==> config.mk <==
export PLATFORM = sky130hd
export DESIGN_NAME = pmod_button_conditioner
export DESIGN_NICKNAME = d
export VERILOG_FILES = /design/src/rtl/pmod_button_conditioner.sv
export SDC_FILE = /design/constraint.sdc
export NUM_CORES = 1
export LEC_CHECK = 0
export BUFFER_PORTS_ARGS = -buffer_cell sky130_fd_sc_hd__buf_2
export CAP_MARGIN = 30
export CORE_MARGIN = 10
export CORE_UTILIZATION = 30
export CTS_BUF_LIST = sky130_fd_sc_hd__clkbuf_16
export DETAILED_ROUTE_END_ITERATION = 16
export PLACE_DENSITY_LB_ADDON = 0.2
export SKIP_LAST_GASP = 1
export SLEW_MARGIN = 20
export SYNTH_ARGS = -nofsm -noshare
export SYNTH_HDL_FRONTEND = slang
export SYNTH_SLANG_ARGS = --single-unit
==> constraint.sdc <==
create_clock -name CLK -period 2.4 [get_ports CLK]
set_clock_uncertainty 0.15 [all_clocks]
set_input_delay 0.24 -clock CLK [delete_from_list [all_inputs] [get_ports CLK]]
set_output_delay 0.24 -clock CLK [all_outputs]
set_load 0.03 [all_outputs]
==> src/rtl/pmod_button_conditioner.sv <==
// pmod_button_conditioner: synchronise, debounce and edge-detect PMOD buttons with sticky W1C press latches
module pmod_button_conditioner #(
  parameter int N          = 4,
  parameter int DEBOUNCE   = 120000,
  parameter bit ACTIVE_LOW = 1'b0
) (
  input  logic         CLK,
  input  logic         RES,
  input  logic [N-1:0] BTN_IN,
  input  logic [N-1:0] EVENT_CLR,
  input  logic [N-1:0] IRQ_EN,
  output logic [N-1:0] LEVEL,
  output logic [N-1:0] RISE,
  output logic [N-1:0] FALL,
  output logic [N-1:0] EVENT,
  output logic         IRQ
);
  localparam int CW = DEBOUNCE > 1 ? $clog2(DEBOUNCE) : 1;
  localparam logic [CW-1:0] LAST = CW'(DEBOUNCE - 1);
  logic [N-1:0] s1, s2, diff, hit;
  logic [CW-1:0] cnt [N];
  always_comb begin
    diff = s2 ^ LEVEL;
    hit = '0;
    for (int i = 0; i < N; i++) hit[i] = diff[i] && cnt[i] == LAST;
  end
  // counter only advances while s2 disagrees with LEVEL, so it tops out at LAST and never wraps
  always_ff @(posedge CLK) begin
    if (RES) begin
      s1 <= '0;
      s2 <= '0;
      LEVEL <= '0;
      RISE <= '0;
      FALL <= '0;
      EVENT <= '0;
      for (int i = 0; i < N; i++) cnt[i] <= '0;
    end else begin
      s1 <= ACTIVE_LOW ? ~BTN_IN : BTN_IN;
      s2 <= s1;
      LEVEL <= LEVEL ^ hit;
      RISE <= hit & s2;
      FALL <= hit & ~s2;
      EVENT <= (hit & s2) | (EVENT & ~EVENT_CLR);
      for (int i = 0; i < N; i++) cnt[i] <= (hit[i] || !diff[i]) ? '0 : cnt[i] + CW'(1);
    end
  end
  assign IRQ = |(EVENT & IRQ_EN);
endmodule

==> results of run 1 <==
[flip-flops by register name, indices dropped and copies added (netlist names), named ones only]
register  count
EVENT         4
FALL          4
RISE          4
cnt          68
s1            4
s2            4
[final cells by class]
| cell class | instances | area [um2] |
|---|---|---|
| Multi-Input combinational cell | 318 | 1920 |
| Fill cell | 1323 | 8070 |
| Sequential cell | 92 | 1840 |
| Clock inverter | 7 | 67.6 |
| Clock buffer | 9 | 225 |
| Tap cell | 172 | 215 |
| Timing Repair Buffer | 41 | 240 |
| Inverter | 10 | 37.5 |
[worst paths after layout]
| kind | endpoint | slack [ns] | cells past startpoint |
|---|---|---|---|
| worst max-delay path | cnt[1][4] | 0.30 | 4 |
| worst max register to register | cnt[1][4] | 0.30 | 4 |
| worst min register to register | s2[1] | 0.29 | 1 |
| worst min-delay path | s1[0] | 0.02 | 2 |
[cell usage after synthesis, types with 4 or more instances]
library cell | instances | area [um2]
nand2b_1 | 10 | 62.6
o21ai_0 | 8 | 40.0
dfxtp_1 | 92 | 1840
or2_2 | 4 | 25.0
nand4_1 | 25 | 156
nand2_1 | 16 | 60.1
inv_1 | 10 | 37.5
a21oi_1 | 15 | 75.1
nor2_1 | 65 | 244
or3_1 | 8 | 50.1
nor4_1 | 18 | 113
nand3_1 | 26 | 130
clkbuf_1 | 8 | 30.0
nor2b_1 | 9 | 56.3
and3_1 | 8 | 50.1
and4_1 | 4 | 35.0
nor3_1 | 18 | 90.1
xnor2_1 | 39 | 342
xor2_1 | 16 | 140
ha_1 | 4 | 50.1
[logic make-up after synthesis]
family / synth area share
fa+ha+maj: 0.0130
buf+inv: 0.0243
flops: 0.477
xor+xnor: 0.125
compound gates: 0.0483
simple gates: 0.312
[routing by layer]
metal / global-route usage / routed length [um] / vias up
met2: 0.142 / 3610 / 32
met1: 0.124 / 4080 / 1371
met3: 0.0226 / 294 / 11
li1: - / - / 1595
met5: 0 / 0 / -
met4: 0.0435 / 138 / 0
[power by group]
part / total, mW / internal (mW) / switching (mW)
combinational: 0.0491 / 0.0218 / 0.0273
sequential: 1.54 / 1.53 / 0.00523
clock: 1.39 / 0.803 / 0.586
[placed cells by master, fill, tap and decap left out, types with 10 or more instances in the layout]
master    count
a21oi_1      15
buf_2        30
dfxtp_1      92
inv_1        11
nand2_1      16
nand2b_1     10
nand3_1      26
nand4_1      25
nor2_1       65
nor3_1       18
nor4_1       18
xnor2_1      39
xor2_1       16
[repair_timing]
action | CTS | global route
endpoints found under the hold margin | 3 | 0
hold buffers | 3 | 0
setup buffers | 0 | 0
==> results.yml, run 1 <==
drt:
  drt_wl_total_mm: 8.12
  wl_per_cell_um: 12.5
  final_antenna_net_count: 0
  dr.pass1.iters: 4
  drc: 0
  viasPerCell: 4.64
  drt_iter0_markers: 209
  via_count: 3009
clocking:
  path_clk_slew_ns: 0.06
  clockBufferDepth: 2
  cts.sinks: 92
  cts_tree: "built"
  clk_latency_ns: 0.33
  cts_resized: 0
  cts-root-buf: "clkbuf_16"
  h-tree-depth: 3
  numCtsBuffers: 9
place:
  dp_cells: 630
  gp_congestion: 0.807
  place_worst_setup_slack_ns: 0.298
  dpl.hpwl_mm: 5.85
  dpl_cell_area_um2: 4230
  io_buffers: 30
die:
  start_util: 0.306
  die_w_um: 133
  ioPinCount: 31
  fp.dieH_um: 133
  core_um2: 12600
  dieArea_um2: 17800
  fp-row-count: 41
power_and_ir_drop:
  power.density_nw_per_um2: 654
  power.leakage_nw: 1.43
  total_power_mw: 2.98
  ir_drop_mv: 0.335
setup_path:
  critPathBufInv: 0
  critPathCaptureType: "register"
  cp_top_family: "simple AND/OR/NAND/NOR gates"
  startpoint_type: "register"
  worstPathRequired_ns: 2.46
  path_cells: "or3b_1, or4_4, o21ai_4, nor2_1"
  cp.arrival_ns: 2.16
  crit_fanout: 16
  cp-startpoint: "cnt[1][10]"
  crit_slowest_cell: "or4_4"
  crit_type: "reg2reg"
  r2r_start: "cnt[1][10]"
  slowest_delay_ns: 0.52
finish:
  final_area_um2: 4550
  utilization: 0.361
  layout.nets: 490
  diodes: 0
  final_layout_size_suffix_gt1_frac: 0.126
  final_cells: 649
  syn_to_final_growth_pct: 17.9
grt:
  grt_antenna_before_repair: 0
  grt_remaining_overflow: 0
  grt_util_all_layers: 0.0944
  first_global_vias: 2923
  grt_max_degree: 22
  grt_pass1_wl_mm: 14.1
synth:
  yosysSeqAreaShare: 0.477
  synthArstFlopShare: 0
  synth_enable_flop_cells: 0
  yosysWarnings: 0
  netlist_instances: 433
  synth_flop_cell: "dfxtp_1"
  syn_area_um2: 3860
  avgSynthCellArea_um2: 8.91
  synth_fp_nets: 451
  synth-seq-cells: 92
  ys_types: 39
job:
  cap_viol_max_count: 0
worst_hold_path:
  hold_path.class: "in2reg"
  min_from: "BTN_IN[0]"
sta:
  worst_slack_ns: 0.301
  max_freq_ghz: 0.476
  rsz0062_at_grt: "false"
  maxSlewViolCount: 0
  timing.final.crit_share: 0.875
  worst_pin_slew_ns: 0.491
  slew_headroom: 0.673
  setup_viol: 0
  hold_slack_ns: 0.0225
  setup_tns_ns: 0
  min_period_ns: 2.10
  hold_viol: 0
status:
  status: "finished, final reports clean"
Note: power is estimated with default switching activity, not from simulation.
==> inputs of run 2 (changes only) <==
Settings changed: RECOVER_POWER set to 50, SLEW_MARGIN 20 to unset.
Clock period 2.4 ns to 1.8 ns, I/O delays scaled along.
==> run 2 against run 1 <==
Against the previous run: the flow now finishes with violations (setup timing); critical path depth rose by 1; via count rose by 8.4%; critical endpoint is now cnt[1][2]; largest cell class unchanged; non-clock buffer count rose by 54; clock power rose by 54%.
==> results.yml, run 2 (synthesis results as in run 1) <==
job:
  cap_viol_max_count: 0
setup_path:
  crit_type: "reg2reg"
  worstPathRequired_ns: 1.89
  crit_fanout: 8
  startpoint_type: "register"
  critPathCaptureType: "register"
  cp.arrival_ns: 1.94
clocking:
  h-tree-depth: 3
  cts_tree: "built"
  cts.sinks: 92
  numCtsBuffers: 9
  clockBufferDepth: 2
  path_clk_slew_ns: 0.06
  clk_latency_ns: 0.34
  cts-root-buf: "clkbuf_16"
finish:
  layout.nets: 544
  final_common_cell: "dfxtp_1"
  regMostFlops: "cnt"
  diodes: 0
  layout_common_cells: "dfxtp_1, nor2_1, buf_4"
  final_layout_size_suffix_gt1_frac: 0.266
  ff_latch_area_um2: 1850
  syn_to_final_growth_pct: 35.3
  largest_reg_flops: 68
  final_area_um2: 5220
  nFillCells: 1295
  multi_input_comb_area_um2: 2060
status:
  violations: "setup timing"
  status: "finished, violations left"
die:
  dieArea_um2: 17800
  start_util: 0.306
  fp.dieH_um: 133
  die_w_um: 133
  ioPinCount: 31
  core_um2: 12600
  fp-row-count: 41
worst_hold_path:
  hold_path.class: "in2reg"
drt:
  dr.pass1.iters: 4
  drc: 0
  wl_per_cell_um: 12.6
  final_antenna_net_count: 0
  drt_wl_total_mm: 8.84
  via_count: 3261
  drt_iter0_markers: 180
  viasPerCell: 4.64
place:
  dpl_cell_area_um2: 4600
  io_buffers: 30
  dpl.hpwl_mm: 6.23
  gp_congestion: 0.805
  place_worst_setup_slack_ns: -0.0236
power_and_ir_drop:
  total_power_mw: 4.28
  ir_drop_mv: 0.469
  power.leakage_nw: 1.77
  power.density_nw_per_um2: 820
sta:
  worst_slack_ns: -0.0588
  setup_viol: 18
  hold_viol: 0
  min_period_ns: 1.86
  max_freq_ghz: 0.538
  rsz0062_at_grt: "true"
  timing.final.crit_share: 1.03
  slew_headroom: 0.695
  worst_pin_slew_ns: 0.457
  maxSlewViolCount: 0
grt:
  grt_util_all_layers: 0.0988
  first_global_vias: 3155
  grt_pass1_wl_mm: 14.6
  grt_max_degree: 25
  grt_remaining_overflow: 0
  grt_antenna_before_repair: 0
run 2: changes by cell type in the layout (fill, tap and decap cells not counted), sizes merged:
cell / change
dlygate4sd3: +5
clkbuf: +2
buf: +47
bufinv: +2
inv: -2
run 2: metrics by stage:
step	hold slack [ns]	TNS, ns	utilization	cells
after CTS	0.118	-0.0723	0.399	696
after global placement	0.244	-0.0959	0.365	671
final	0.126	-0.640	0.414	703
after global routing	0.145	-1.82	0.414	703
after floorplan	0.158	-0.288	-	433
after detailed placement	0.248	-0.0409	0.365	671
run 2: final timing paths:
| path | cells after the start | end | start | slack [ns] |
|---|---|---|---|---|
| worst min register to register | 1 | cnt[1][0] | cnt[1][0] | 0.27 |
| worst min-delay path | 2 | EVENT[2] | RES | 0.13 |
| worst max register to register | 5 | cnt[1][2] | cnt[1][8] | -0.06 |
| worst max-delay path | 5 | cnt[1][2] | cnt[1][8] | -0.06 |
run 2: what timing repair did:
action                                 4_1_cts  5_1_grt
endpoints found under the hold margin        8        0
setup buffers                                1        5
pin swaps                                    0        9
hold buffers                                 8        0
setup endpoints to repair                   14       42
resized for setup                            2       27
cloned                                       0        2
run 2: cell type report:
class / count / share of cell area
tap: 172 / 0.0412
timing repair buffer: 95 / 0.137
clock inverter: 7 / 0.0220
inverter: 10 / 0.00719
sequential: 92 / 0.355
multi-input combinational: 318 / 0.394
clock buffer: 9 / 0.0431
run 2: report_power, final:
part | internal (mW) | total [mW] | switching [mW]
combinational | 0.0486 | 0.0924 | 0.0437
clock | 1.35 | 2.14 | 0.787
sequential | 2.05 | 2.05 | 0.00581
total | 3.45 | 4.28 | 0.836
run 2: critical path, stage by stage (launching register included):
cell,delay [ns]
dfxtp_1,0.32
or3b_1,0.38
or4_4,0.46
o21ai_4,0.21
clkbuf_16,0.19
nor2_1,0.04
run 2: layer usage:
metal  vias up  routed length (um)  track usage
li1       1702                   -            -
met1      1498                4310        0.121
met2        48                4000        0.155
met3        13                 378       0.0342
met4         0                 155       0.0405
met5         -                   0            0
